[src/rtl/mem_axi_master_pkg.sv]
// Shared types and constants for the mem<->AXI bridges.
package mem_axi_master_pkg;

  typedef enum logic [2:0] {
    S_IDLE,
    S_RD_ADDR,
    S_RD_DATA,
    S_WR_ADDR,
    S_WR_DATA,
    S_WR_RESP
  } state_t;

  localparam logic       MEM_OP_RD         = 1'b0;
  localparam logic       MEM_OP_WR         = 1'b1;
  localparam logic [1:0] AXI_BURST_INCR    = 2'b01;
  localparam logic [1:0] AXI_RESP_OKAY     = 2'b00;
  localparam logic [3:0] AXI_CACHE_DEFAULT = 4'b0011;

  // True when a burst starting at this page offset runs past the 4KB page.
  function automatic logic crosses_4k(input logic [11:0] offset,
                                      input int unsigned len_m1,
                                      input int unsigned beat_bytes);
    return (32'(offset) + (len_m1 + 32'd1) * beat_bytes) > 32'd4096;
  endfunction

endpackage

[src/rtl/mem_axi_master_if.sv]
// AXI4 full-channel bundle for the gmem port, with master and slave views.
interface mem_axi_master_if #(
  parameter int unsigned ADDR_W = 32,
  parameter int unsigned DATA_W = 64,
  parameter int unsigned ID_W   = 1,
  parameter int unsigned USER_W = 1
);
  localparam int unsigned STRB_W = DATA_W / 8;

  logic              AWVALID, AWREADY, AWLOCK;
  logic [ADDR_W-1:0] AWADDR;
  logic [7:0]        AWLEN;
  logic [ID_W-1:0]   AWID;
  logic [2:0]        AWSIZE, AWPROT;
  logic [1:0]        AWBURST;
  logic [3:0]        AWCACHE, AWQOS, AWREGION;
  logic [USER_W-1:0] AWUSER;

  logic              ARVALID, ARREADY, ARLOCK;
  logic [ADDR_W-1:0] ARADDR;
  logic [7:0]        ARLEN;
  logic [ID_W-1:0]   ARID;
  logic [2:0]        ARSIZE, ARPROT;
  logic [1:0]        ARBURST;
  logic [3:0]        ARCACHE, ARQOS, ARREGION;
  logic [USER_W-1:0] ARUSER;

  logic              WVALID, WREADY, WLAST;
  logic [DATA_W-1:0] WDATA;
  logic [STRB_W-1:0] WSTRB;
  logic [ID_W-1:0]   WID;
  logic [USER_W-1:0] WUSER;

  logic              BVALID, BREADY;
  logic [1:0]        BRESP;
  logic [ID_W-1:0]   BID;
  logic [USER_W-1:0] BUSER;

  logic              RVALID, RREADY, RLAST;
  logic [DATA_W-1:0] RDATA;
  logic [1:0]        RRESP;
  logic [ID_W-1:0]   RID;
  logic [USER_W-1:0] RUSER;

  modport master (
    output AWVALID, AWADDR, AWLEN, AWID, AWSIZE, AWBURST, AWLOCK, AWCACHE, AWPROT, AWQOS, AWREGION, AWUSER,
    input  AWREADY,
    output ARVALID, ARADDR, ARLEN, ARID, ARSIZE, ARBURST, ARLOCK, ARCACHE, ARPROT, ARQOS, ARREGION, ARUSER,
    input  ARREADY,
    output WVALID, WDATA, WSTRB, WLAST, WID, WUSER,
    input  WREADY,
    input  BVALID, BRESP, BID, BUSER,
    output BREADY,
    input  RVALID, RDATA, RLAST, RRESP, RID, RUSER,
    output RREADY
  );

  modport slave (
    input  AWVALID, AWADDR, AWLEN, AWID, AWSIZE, AWBURST, AWLOCK, AWCACHE, AWPROT, AWQOS, AWREGION, AWUSER,
    output AWREADY,
    input  ARVALID, ARADDR, ARLEN, ARID, ARSIZE, ARBURST, ARLOCK, ARCACHE, ARPROT, ARQOS, ARREGION, ARUSER,
    output ARREADY,
    input  WVALID, WDATA, WSTRB, WLAST, WID, WUSER,
    output WREADY,
    output BVALID, BRESP, BID, BUSER,
    input  BREADY,
    output RVALID, RDATA, RLAST, RRESP, RID, RUSER,
    input  RREADY
  );

endinterface

[src/rtl/mem_axi_master.sv]
// Bridges simple mem read/write requests onto single-ID AXI4 INCR bursts, one burst in flight.
module mem_axi_master
  import mem_axi_master_pkg::*;
#(
  parameter int unsigned MEM_LEN_BITS      = 8,
  parameter int unsigned MEM_ADDR_BITS     = 32,
  parameter int unsigned MEM_DATA_BITS     = 64,
  parameter int unsigned MEM_AXI_DATA_BITS = 64,
  parameter int unsigned MEM_AXI_ADDR_BITS = 32,
  parameter int unsigned MEM_AXI_ID_BITS   = 1,
  parameter int unsigned MEM_AXI_USER_BITS = 1,
  parameter int unsigned MEM_AXI_STRB_BITS = MEM_AXI_DATA_BITS / 8
) (
  input  logic                     clock,
  input  logic                     reset,
  input  logic                     mem_req_valid,
  output logic                     mem_req_ready,
  input  logic                     mem_req_opcode,
  input  logic [MEM_LEN_BITS-1:0]  mem_req_len,
  input  logic [MEM_ADDR_BITS-1:0] mem_req_addr,
  input  logic                     mem_wr_valid,
  output logic                     mem_wr_ready,
  input  logic [MEM_DATA_BITS-1:0] mem_wr_bits,
  output logic                     mem_rd_valid,
  input  logic                     mem_rd_ready,
  output logic [MEM_DATA_BITS-1:0] mem_rd_bits,
  output logic                     mem_err,
  mem_axi_master_if.master         m_axi_gmem
);

  localparam int unsigned SIZE_L = $clog2(MEM_AXI_STRB_BITS);

  if (MEM_DATA_BITS != MEM_AXI_DATA_BITS) begin : g_width_check
    $error("mem_axi_master: MEM_DATA_BITS must equal MEM_AXI_DATA_BITS");
  end

  state_t                   state_q, state_d;
  logic [MEM_ADDR_BITS-1:0] addr_q, addr_d;
  logic [MEM_LEN_BITS-1:0]  len_q, len_d;
  logic [MEM_LEN_BITS-1:0]  cnt_q, cnt_d;
  logic                     err_q, err_d;
  logic                     last_beat;
  logic                     r_hs, w_hs;

  assign last_beat = (cnt_q == len_q);
  assign r_hs      = (state_q == S_RD_DATA) && m_axi_gmem.RVALID && mem_rd_ready;
  assign w_hs      = (state_q == S_WR_DATA) && mem_wr_valid && m_axi_gmem.WREADY;

  always_ff @(posedge clock) begin
    if (reset) begin
      state_q <= S_IDLE;
      addr_q  <= '0;
      len_q   <= '0;
      cnt_q   <= '0;
      err_q   <= 1'b0;
    end else begin
      state_q <= state_d;
      addr_q  <= addr_d;
      len_q   <= len_d;
      cnt_q   <= cnt_d;
      err_q   <= err_d;
    end
  end

  // Burst sequencing; RLAST/count disagreement flags an error but only RLAST ends a read.
  always_comb begin
    state_d = state_q;
    addr_d  = addr_q;
    len_d   = len_q;
    cnt_d   = cnt_q;
    err_d   = err_q;
    case (state_q)
      S_IDLE: begin
        if (mem_req_valid) begin
          addr_d  = mem_req_addr;
          len_d   = mem_req_len;
          cnt_d   = '0;
          state_d = (mem_req_opcode == MEM_OP_WR) ? S_WR_ADDR : S_RD_ADDR;
        end
      end
      S_RD_ADDR: if (m_axi_gmem.ARREADY) state_d = S_RD_DATA;
      S_RD_DATA: begin
        if (r_hs) begin
          cnt_d = cnt_q + MEM_LEN_BITS'(1);
          if (m_axi_gmem.RRESP != AXI_RESP_OKAY) err_d = 1'b1;
          if (m_axi_gmem.RLAST != last_beat)     err_d = 1'b1;
          if (m_axi_gmem.RLAST)                  state_d = S_IDLE;
        end
      end
      S_WR_ADDR: if (m_axi_gmem.AWREADY) state_d = S_WR_DATA;
      S_WR_DATA: begin
        if (w_hs) begin
          cnt_d = cnt_q + MEM_LEN_BITS'(1);
          if (last_beat) state_d = S_WR_RESP;
        end
      end
      S_WR_RESP: begin
        if (m_axi_gmem.BVALID) begin
          if (m_axi_gmem.BRESP != AXI_RESP_OKAY) err_d = 1'b1;
          state_d = S_IDLE;
        end
      end
      default: state_d = S_IDLE;
    endcase
  end

  assign mem_req_ready = (state_q == S_IDLE);
  assign mem_err       = err_q;

  // Data channels are zero-latency pass-throughs gated by state.
  assign mem_rd_valid      = (state_q == S_RD_DATA) && m_axi_gmem.RVALID;
  assign mem_rd_bits       = MEM_DATA_BITS'(m_axi_gmem.RDATA);
  assign m_axi_gmem.RREADY = (state_q == S_RD_DATA) && mem_rd_ready;
  assign m_axi_gmem.WVALID = (state_q == S_WR_DATA) && mem_wr_valid;
  assign mem_wr_ready      = (state_q == S_WR_DATA) && m_axi_gmem.WREADY;
  assign m_axi_gmem.WDATA  = MEM_AXI_DATA_BITS'(mem_wr_bits);
  assign m_axi_gmem.WSTRB  = '1;
  assign m_axi_gmem.WLAST  = last_beat;
  assign m_axi_gmem.WID    = '0;
  assign m_axi_gmem.WUSER  = '0;
  assign m_axi_gmem.BREADY = (state_q == S_WR_RESP);

  assign m_axi_gmem.ARVALID  = (state_q == S_RD_ADDR);
  assign m_axi_gmem.ARADDR   = MEM_AXI_ADDR_BITS'(addr_q);
  assign m_axi_gmem.ARLEN    = 8'(len_q);
  assign m_axi_gmem.ARID     = '0;
  assign m_axi_gmem.ARSIZE   = 3'(SIZE_L);
  assign m_axi_gmem.ARBURST  = AXI_BURST_INCR;
  assign m_axi_gmem.ARLOCK   = 1'b0;
  assign m_axi_gmem.ARCACHE  = AXI_CACHE_DEFAULT;
  assign m_axi_gmem.ARPROT   = '0;
  assign m_axi_gmem.ARQOS    = '0;
  assign m_axi_gmem.ARREGION = '0;
  assign m_axi_gmem.ARUSER   = '0;

  assign m_axi_gmem.AWVALID  = (state_q == S_WR_ADDR);
  assign m_axi_gmem.AWADDR   = MEM_AXI_ADDR_BITS'(addr_q);
  assign m_axi_gmem.AWLEN    = 8'(len_q);
  assign m_axi_gmem.AWID     = '0;
  assign m_axi_gmem.AWSIZE   = 3'(SIZE_L);
  assign m_axi_gmem.AWBURST  = AXI_BURST_INCR;
  assign m_axi_gmem.AWLOCK   = 1'b0;
  assign m_axi_gmem.AWCACHE  = AXI_CACHE_DEFAULT;
  assign m_axi_gmem.AWPROT   = '0;
  assign m_axi_gmem.AWQOS    = '0;
  assign m_axi_gmem.AWREGION = '0;
  assign m_axi_gmem.AWUSER   = '0;

  logic unused_ok;
  assign unused_ok = ^{m_axi_gmem.RID, m_axi_gmem.BID, m_axi_gmem.RUSER, m_axi_gmem.BUSER};

  // Bursts are never split, so a request crossing a 4KB page is a client bug.
  a_no_4k_cross: assert property (@(posedge clock) disable iff (reset)
    (mem_req_valid && mem_req_ready) |->
      !crosses_4k(mem_req_addr[11:0], 32'(mem_req_len), MEM_AXI_STRB_BITS))
    else $error("mem_axi_master: request crosses a 4KB boundary");

endmodule

[src/flat_wrapper.sv]
// flat-port wrapper written by rule: the top's interface ports become plain ports
module mem_axi_master_flat import mem_axi_master_pkg::*;
#(
  parameter int unsigned MEM_LEN_BITS      = 8,
  parameter int unsigned MEM_ADDR_BITS     = 32,
  parameter int unsigned MEM_DATA_BITS     = 64,
  parameter int unsigned MEM_AXI_DATA_BITS = 64,
  parameter int unsigned MEM_AXI_ADDR_BITS = 32,
  parameter int unsigned MEM_AXI_ID_BITS   = 1,
  parameter int unsigned MEM_AXI_USER_BITS = 1,
  parameter int unsigned MEM_AXI_STRB_BITS = MEM_AXI_DATA_BITS / 8
)
  (clock, reset, mem_req_valid, mem_req_ready, mem_req_opcode, mem_req_len, mem_req_addr, mem_wr_valid, mem_wr_ready, mem_wr_bits, mem_rd_valid, mem_rd_ready, mem_rd_bits, mem_err, m_axi_gmem_AWVALID, m_axi_gmem_AWADDR, m_axi_gmem_AWLEN, m_axi_gmem_AWID, m_axi_gmem_AWSIZE, m_axi_gmem_AWBURST, m_axi_gmem_AWLOCK, m_axi_gmem_AWCACHE, m_axi_gmem_AWPROT, m_axi_gmem_AWQOS, m_axi_gmem_AWREGION, m_axi_gmem_AWUSER, m_axi_gmem_AWREADY, m_axi_gmem_ARVALID, m_axi_gmem_ARADDR, m_axi_gmem_ARLEN, m_axi_gmem_ARID, m_axi_gmem_ARSIZE, m_axi_gmem_ARBURST, m_axi_gmem_ARLOCK, m_axi_gmem_ARCACHE, m_axi_gmem_ARPROT, m_axi_gmem_ARQOS, m_axi_gmem_ARREGION, m_axi_gmem_ARUSER, m_axi_gmem_ARREADY, m_axi_gmem_WVALID, m_axi_gmem_WDATA, m_axi_gmem_WSTRB, m_axi_gmem_WLAST, m_axi_gmem_WID, m_axi_gmem_WUSER, m_axi_gmem_WREADY, m_axi_gmem_BVALID, m_axi_gmem_BRESP, m_axi_gmem_BID, m_axi_gmem_BUSER, m_axi_gmem_BREADY, m_axi_gmem_RVALID, m_axi_gmem_RDATA, m_axi_gmem_RLAST, m_axi_gmem_RRESP, m_axi_gmem_RID, m_axi_gmem_RUSER, m_axi_gmem_RREADY);
  mem_axi_master_if #(.ADDR_W(32), .DATA_W(64), .ID_W(1), .USER_W(1)) m_axi_gmem_i ();
  input  logic clock;
  input  logic reset;
  input  logic mem_req_valid;
  output logic mem_req_ready;
  input  logic mem_req_opcode;
  input  logic [MEM_LEN_BITS-1:0] mem_req_len;
  input  logic [MEM_ADDR_BITS-1:0] mem_req_addr;
  input  logic mem_wr_valid;
  output logic mem_wr_ready;
  input  logic [MEM_DATA_BITS-1:0] mem_wr_bits;
  output logic mem_rd_valid;
  input  logic mem_rd_ready;
  output logic [MEM_DATA_BITS-1:0] mem_rd_bits;
  output logic mem_err;
  output wire logic [$bits(m_axi_gmem_i.AWVALID)-1:0] m_axi_gmem_AWVALID;
  output wire logic [$bits(m_axi_gmem_i.AWADDR)-1:0] m_axi_gmem_AWADDR;
  output wire logic [$bits(m_axi_gmem_i.AWLEN)-1:0] m_axi_gmem_AWLEN;
  output wire logic [$bits(m_axi_gmem_i.AWID)-1:0] m_axi_gmem_AWID;
  output wire logic [$bits(m_axi_gmem_i.AWSIZE)-1:0] m_axi_gmem_AWSIZE;
  output wire logic [$bits(m_axi_gmem_i.AWBURST)-1:0] m_axi_gmem_AWBURST;
  output wire logic [$bits(m_axi_gmem_i.AWLOCK)-1:0] m_axi_gmem_AWLOCK;
  output wire logic [$bits(m_axi_gmem_i.AWCACHE)-1:0] m_axi_gmem_AWCACHE;
  output wire logic [$bits(m_axi_gmem_i.AWPROT)-1:0] m_axi_gmem_AWPROT;
  output wire logic [$bits(m_axi_gmem_i.AWQOS)-1:0] m_axi_gmem_AWQOS;
  output wire logic [$bits(m_axi_gmem_i.AWREGION)-1:0] m_axi_gmem_AWREGION;
  output wire logic [$bits(m_axi_gmem_i.AWUSER)-1:0] m_axi_gmem_AWUSER;
  input wire logic [$bits(m_axi_gmem_i.AWREADY)-1:0] m_axi_gmem_AWREADY;
  output wire logic [$bits(m_axi_gmem_i.ARVALID)-1:0] m_axi_gmem_ARVALID;
  output wire logic [$bits(m_axi_gmem_i.ARADDR)-1:0] m_axi_gmem_ARADDR;
  output wire logic [$bits(m_axi_gmem_i.ARLEN)-1:0] m_axi_gmem_ARLEN;
  output wire logic [$bits(m_axi_gmem_i.ARID)-1:0] m_axi_gmem_ARID;
  output wire logic [$bits(m_axi_gmem_i.ARSIZE)-1:0] m_axi_gmem_ARSIZE;
  output wire logic [$bits(m_axi_gmem_i.ARBURST)-1:0] m_axi_gmem_ARBURST;
  output wire logic [$bits(m_axi_gmem_i.ARLOCK)-1:0] m_axi_gmem_ARLOCK;
  output wire logic [$bits(m_axi_gmem_i.ARCACHE)-1:0] m_axi_gmem_ARCACHE;
  output wire logic [$bits(m_axi_gmem_i.ARPROT)-1:0] m_axi_gmem_ARPROT;
  output wire logic [$bits(m_axi_gmem_i.ARQOS)-1:0] m_axi_gmem_ARQOS;
  output wire logic [$bits(m_axi_gmem_i.ARREGION)-1:0] m_axi_gmem_ARREGION;
  output wire logic [$bits(m_axi_gmem_i.ARUSER)-1:0] m_axi_gmem_ARUSER;
  input wire logic [$bits(m_axi_gmem_i.ARREADY)-1:0] m_axi_gmem_ARREADY;
  output wire logic [$bits(m_axi_gmem_i.WVALID)-1:0] m_axi_gmem_WVALID;
  output wire logic [$bits(m_axi_gmem_i.WDATA)-1:0] m_axi_gmem_WDATA;
  output wire logic [$bits(m_axi_gmem_i.WSTRB)-1:0] m_axi_gmem_WSTRB;
  output wire logic [$bits(m_axi_gmem_i.WLAST)-1:0] m_axi_gmem_WLAST;
  output wire logic [$bits(m_axi_gmem_i.WID)-1:0] m_axi_gmem_WID;
  output wire logic [$bits(m_axi_gmem_i.WUSER)-1:0] m_axi_gmem_WUSER;
  input wire logic [$bits(m_axi_gmem_i.WREADY)-1:0] m_axi_gmem_WREADY;
  input wire logic [$bits(m_axi_gmem_i.BVALID)-1:0] m_axi_gmem_BVALID;
  input wire logic [$bits(m_axi_gmem_i.BRESP)-1:0] m_axi_gmem_BRESP;
  input wire logic [$bits(m_axi_gmem_i.BID)-1:0] m_axi_gmem_BID;
  input wire logic [$bits(m_axi_gmem_i.BUSER)-1:0] m_axi_gmem_BUSER;
  output wire logic [$bits(m_axi_gmem_i.BREADY)-1:0] m_axi_gmem_BREADY;
  input wire logic [$bits(m_axi_gmem_i.RVALID)-1:0] m_axi_gmem_RVALID;
  input wire logic [$bits(m_axi_gmem_i.RDATA)-1:0] m_axi_gmem_RDATA;
  input wire logic [$bits(m_axi_gmem_i.RLAST)-1:0] m_axi_gmem_RLAST;
  input wire logic [$bits(m_axi_gmem_i.RRESP)-1:0] m_axi_gmem_RRESP;
  input wire logic [$bits(m_axi_gmem_i.RID)-1:0] m_axi_gmem_RID;
  input wire logic [$bits(m_axi_gmem_i.RUSER)-1:0] m_axi_gmem_RUSER;
  output wire logic [$bits(m_axi_gmem_i.RREADY)-1:0] m_axi_gmem_RREADY;
  assign m_axi_gmem_AWVALID = m_axi_gmem_i.AWVALID;
  assign m_axi_gmem_AWADDR = m_axi_gmem_i.AWADDR;
  assign m_axi_gmem_AWLEN = m_axi_gmem_i.AWLEN;
  assign m_axi_gmem_AWID = m_axi_gmem_i.AWID;
  assign m_axi_gmem_AWSIZE = m_axi_gmem_i.AWSIZE;
  assign m_axi_gmem_AWBURST = m_axi_gmem_i.AWBURST;
  assign m_axi_gmem_AWLOCK = m_axi_gmem_i.AWLOCK;
  assign m_axi_gmem_AWCACHE = m_axi_gmem_i.AWCACHE;
  assign m_axi_gmem_AWPROT = m_axi_gmem_i.AWPROT;
  assign m_axi_gmem_AWQOS = m_axi_gmem_i.AWQOS;
  assign m_axi_gmem_AWREGION = m_axi_gmem_i.AWREGION;
  assign m_axi_gmem_AWUSER = m_axi_gmem_i.AWUSER;
  assign m_axi_gmem_i.AWREADY = m_axi_gmem_AWREADY;
  assign m_axi_gmem_ARVALID = m_axi_gmem_i.ARVALID;
  assign m_axi_gmem_ARADDR = m_axi_gmem_i.ARADDR;
  assign m_axi_gmem_ARLEN = m_axi_gmem_i.ARLEN;
  assign m_axi_gmem_ARID = m_axi_gmem_i.ARID;
  assign m_axi_gmem_ARSIZE = m_axi_gmem_i.ARSIZE;
  assign m_axi_gmem_ARBURST = m_axi_gmem_i.ARBURST;
  assign m_axi_gmem_ARLOCK = m_axi_gmem_i.ARLOCK;
  assign m_axi_gmem_ARCACHE = m_axi_gmem_i.ARCACHE;
  assign m_axi_gmem_ARPROT = m_axi_gmem_i.ARPROT;
  assign m_axi_gmem_ARQOS = m_axi_gmem_i.ARQOS;
  assign m_axi_gmem_ARREGION = m_axi_gmem_i.ARREGION;
  assign m_axi_gmem_ARUSER = m_axi_gmem_i.ARUSER;
  assign m_axi_gmem_i.ARREADY = m_axi_gmem_ARREADY;
  assign m_axi_gmem_WVALID = m_axi_gmem_i.WVALID;
  assign m_axi_gmem_WDATA = m_axi_gmem_i.WDATA;
  assign m_axi_gmem_WSTRB = m_axi_gmem_i.WSTRB;
  assign m_axi_gmem_WLAST = m_axi_gmem_i.WLAST;
  assign m_axi_gmem_WID = m_axi_gmem_i.WID;
  assign m_axi_gmem_WUSER = m_axi_gmem_i.WUSER;
  assign m_axi_gmem_i.WREADY = m_axi_gmem_WREADY;
  assign m_axi_gmem_i.BVALID = m_axi_gmem_BVALID;
  assign m_axi_gmem_i.BRESP = m_axi_gmem_BRESP;
  assign m_axi_gmem_i.BID = m_axi_gmem_BID;
  assign m_axi_gmem_i.BUSER = m_axi_gmem_BUSER;
  assign m_axi_gmem_BREADY = m_axi_gmem_i.BREADY;
  assign m_axi_gmem_i.RVALID = m_axi_gmem_RVALID;
  assign m_axi_gmem_i.RDATA = m_axi_gmem_RDATA;
  assign m_axi_gmem_i.RLAST = m_axi_gmem_RLAST;
  assign m_axi_gmem_i.RRESP = m_axi_gmem_RRESP;
  assign m_axi_gmem_i.RID = m_axi_gmem_RID;
  assign m_axi_gmem_i.RUSER = m_axi_gmem_RUSER;
  assign m_axi_gmem_RREADY = m_axi_gmem_i.RREADY;
  mem_axi_master #(.MEM_LEN_BITS(MEM_LEN_BITS), .MEM_ADDR_BITS(MEM_ADDR_BITS), .MEM_DATA_BITS(MEM_DATA_BITS), .MEM_AXI_DATA_BITS(MEM_AXI_DATA_BITS), .MEM_AXI_ADDR_BITS(MEM_AXI_ADDR_BITS), .MEM_AXI_ID_BITS(MEM_AXI_ID_BITS), .MEM_AXI_USER_BITS(MEM_AXI_USER_BITS), .MEM_AXI_STRB_BITS(MEM_AXI_STRB_BITS)) u_core (.clock(clock), .reset(reset), .mem_req_valid(mem_req_valid), .mem_req_ready(mem_req_ready), .mem_req_opcode(mem_req_opcode), .mem_req_len(mem_req_len), .mem_req_addr(mem_req_addr), .mem_wr_valid(mem_wr_valid), .mem_wr_ready(mem_wr_ready), .mem_wr_bits(mem_wr_bits), .mem_rd_valid(mem_rd_valid), .mem_rd_ready(mem_rd_ready), .mem_rd_bits(mem_rd_bits), .mem_err(mem_err), .m_axi_gmem(m_axi_gmem_i));
endmodule
[config.mk]
export PLATFORM = sky130hd
export DESIGN_NAME = mem_axi_master_flat
export DESIGN_NICKNAME = d
export VERILOG_FILES = /design/src/rtl/mem_axi_master_pkg.sv /design/src/rtl/mem_axi_master_if.sv /design/src/rtl/mem_axi_master.sv /design/src/flat_wrapper.sv
export SDC_FILE = /design/constraint.sdc
export NUM_CORES = 1
export LEC_CHECK = 0
export CELL_PAD_IN_SITES_DETAIL_PLACEMENT = 0
export CELL_PAD_IN_SITES_GLOBAL_PLACEMENT = 1
export CORE_AREA = 5 5 179 181
export DETAILED_ROUTE_END_ITERATION = 6
export DIE_AREA = 0 0 184 186
export GPL_ROUTABILITY_DRIVEN = 0
export PLACE_DENSITY_LB_ADDON = 0.1
export SLEW_MARGIN = 5
export SYNTH_ARGS = -nofsm -noshare
export SYNTH_HDL_FRONTEND = slang
export SYNTH_SLANG_ARGS = --single-unit
[constraint.sdc]
create_clock -name clock -period 1.5 [get_ports clock]
set_input_delay 0.375 -clock clock [delete_from_list [all_inputs] [get_ports clock]]
set_output_delay 0.375 -clock clock [all_outputs]
set_load 0.02 [all_outputs]
==> results.md <==
* Status: finished with violations
* Failing checks: negative setup slack
* Clock Skews at 0.00747 ns
* DP Wirelength at 9990 microns
* Post-synthesis cell area at 3960 sq um
* Sw Share at 41.9%
* CP Launch Point: u_core.m_axi_gmem.ARLEN[7]$_SDFFE_PP0P_
* Starting DRT DRC Count at 54
* Switching power at 3410 uW
* Final global-route overflow total at 0
* Power share of the clock group at 15.1%
* Nets at 750
* Routed via count at 3209
* Wire length per cell at 15.1 microns
* Maximum vdd drop at 0.000457 V
* Reg2Reg Launch Point: u_core.state_q[0]$_SDFFE_PP0P_
* Leakage at 0.00255 uW
* Critical Path Sink: m_axi_gmem_WLAST
* Cell taking the most area after synthesis: buf_4
* Final setup viols at 42
* Tmin final at 1.72 ns
* CTS tree: yes
* Worst hold path type: in -> reg
* FF-to-FF setup slack at -0.20 ns
* TritonCTS Buffers at 5
* Seq/Total Area, Yosys at 26.3%
* Core ar. at 30300 sq um
* Fillers at 3456
* Setup TNS at -4.42 ns
* First-pass GRT wire length at 20300 microns
* Most common cell in the synthesized netlist: buf_4
* CP arrival at 1.34 ns
* Crit share post-route at 115%
* Die Wd at 184 microns
* DRC viols at 0
* DRT Pass-1 Iters at 4
* RSZ-0062 raised after global routing: yes
* Share of the synthesized area in the top cell type at 42.5%
* Pint at 4720 uW
* Max Fclk at 582 MHz
* Total GRT Usage at 7.85%
* Post-synth ARST share at 0%
* H-tree Lvls at 2
* DRT antenna net count at 0
* EDFF count, synth at 0
* Crit path max fanout at 2
* Initial Util at 13.1%
* Synth-to-Final Area Change at 46.8%
* Clk sinks at 52
* Dominant synthesized flop cell: dfxtp_1
* Cells after synthesis at 512
* Initial antenna violation count at 0
* Max-slew violation count at 0
* Max Buffers Root-to-Sink at 2
* Largest net degree at the start of global routing at 26
* Register area at 1070 sq um
* Worst-Skew Late Latency at 0.30 ns
* I/O pin total at 462
* IO buf count at 145
* WP data required at 1.12 ns
* Drt via density at 3.35
* Yosys warning count at 0
* Final Hold Viols at 0
* Area occupied by multi-input gates at 1830 sq um
* # rows at 64
* Max Cap Viol at 0
* Final WL at 14500 microns
* Clock Tree Root: clkbuf_16
* Inserted Diodes at 0
* Gate power share at 62.3%
* Critical Path Source Type: flop
* Setup slack after layout at -0.218 ns
* Syn avg cell area at 7.73 sq um
* Critical path endpoint category: output port
* Die area at 34200 sq um
* Pre-CTS setup slack at -0.673 ns
* Chip height at 186 microns
* R2r endpoint: u_core.state_q[1]$_SDFFE_PP0P_
* Worst Reg-to-Reg Cells at 6
* Reg clk slew, reported paths at 0.08 ns
* Power Density at 1400 nW/um^2
* Share of cells above drive strength 1 at 39.8%
* Reg power frac at 22.6%
* Vias in the first global route at 3260
* Synth cell types at 39
* CP Class: reg -> out
* Yosys reg bits at 52
* Synth top area cells: buf_4 43%, dfxtp_1 26%, nand2_1 8.2%
* Synth cell count leaders: 224 x buf_4, 86 x nand2_1, 52 x dfxtp_1
[cell families (layout without fill, tap and decap cells)]
logic type | count (synthesis) | count (layout) | share of synthesized area, %
other | 2 | 56 | 0.190
buffers and inverters | 248 | 242 | 45.2
AO/OA/AOI/OAI | 65 | 66 | 9.14
multiplexers | 4 | 4 | 1.04
adder cells (fa/ha/maj) | 1 | 1 | 0.316
flip-flops | 52 | 52 | 26.3
AND/OR/NAND/NOR | 132 | 132 | 16.1
XOR/XNOR | 8 | 8 | 1.77
[layout by cell type, fill, tap and decap left out, drive strengths merged, types with 2 or more instances in the layout]
master,instances
nor2,6
clkdlybuf4s50,49
a21oi,46
clkdlybuf4s15,13
nor4,4
dfxtp,52
mux2i,3
o22ai,2
or3,5
nand2,86
o31ai,3
o21ai,7
nand3b,2
conb,56
clkbuf,9
dlygate4sd2,68
and3,4
inv,5
nand4,5
and4,2
a32o,3
or3b,2
and2,3
nand3,6
or4,3
xnor2,8
buf,96
[repair_timing]
action	in CTS	in global routing
setup buffers	22	19
gates resized for setup	238	115
endpoints found under the setup margin	142	71
gates cloned	6	0
pin swaps	36	61
hold buffers	0	0
[flip-flops by register name, summed over array words and instances (netlist names)]
name and cells:
u_core.cnt_q 8, u_core.state_q 3, u_core.mem_err 1, u_core.m_axi_gmem.ARLEN 8, u_core.m_axi_gmem.ARADDR 32
[worst max-delay path, cell delays in order (launching register included)]
cell and delay [ns]:
dfxtp_2 0.34, xnor2_2 0.18, nand4_1 0.21, nor2_1 0.15
buf_4 0.15
[how the worst min path moves through the flow]
stage | start | end | slack (ns) | cells past startpoint
global placement | u_core.m_axi_gmem.ARADDR[17]$_SDFFE_PP0P_ | u_core.m_axi_gmem.ARADDR[17]$_SDFFE_PP0P_ | 0.46 | 2
floorplan | u_core.cnt_q[7]$_SDFFE_PP0P_ | u_core.cnt_q[7]$_SDFFE_PP0P_ | 0.46 | 2
CTS | reset | u_core.m_axi_gmem.ARLEN[7]$_SDFFE_PP0P_ | 0.41 | 2
detailed placement | u_core.m_axi_gmem.ARADDR[1]$_SDFFE_PP0P_ | u_core.m_axi_gmem.ARADDR[1]$_SDFFE_PP0P_ | 0.47 | 2
global route | reset | u_core.m_axi_gmem.ARLEN[7]$_SDFFE_PP0P_ | 0.42 | 2
finish | reset | u_core.m_axi_gmem.ARLEN[7]$_SDFFE_PP0P_ | 0.40 | 2
[per-stage QoR]
stage               instances  power (uW)  utilization [%]  cell area [sq um]  hold WS, ns
floorplan                 566        4420                -               4170        0.457
global placement          909        5630             15.6               4720        0.462
detailed placement        909        5610             15.6               4720        0.466
CTS                       944        7870             17.6               5340        0.413
global route              957        8710             19.2               5810        0.417
finish                    957        8130             19.2               5810        0.400
[metal layers]
metal / track usage (%) / routed length (microns)
met2: 12.4 / 6600
met1: 9.51 / 6110
met4: 3.96 / 575
met5: 0 / 0
met3: 2.74 / 1180
[power by group through the flow]
stage / combinational, uW / clock (uW) / sequential (uW)
finish: 5060 / 1230 / 1840
global route: 5430 / 1390 / 1890
CTS: 4650 / 1340 / 1880
detailed placement: 3730 / 0 / 1880
global placement: 3750 / 0 / 1870
floorplan: 2370 / 0 / 2060
[final cells by class]
type / instances / area share [%]
timing repair buffer: 230 / 38.8
sequential: 52 / 18.4
multi-input combinational: 267 / 31.6
clock inverter: 2 / 0.215
tap: 396 / 8.53
inverter: 5 / 0.323
clock buffer: 5 / 2.15
Note: power is estimated with default switching activity, not from simulation.
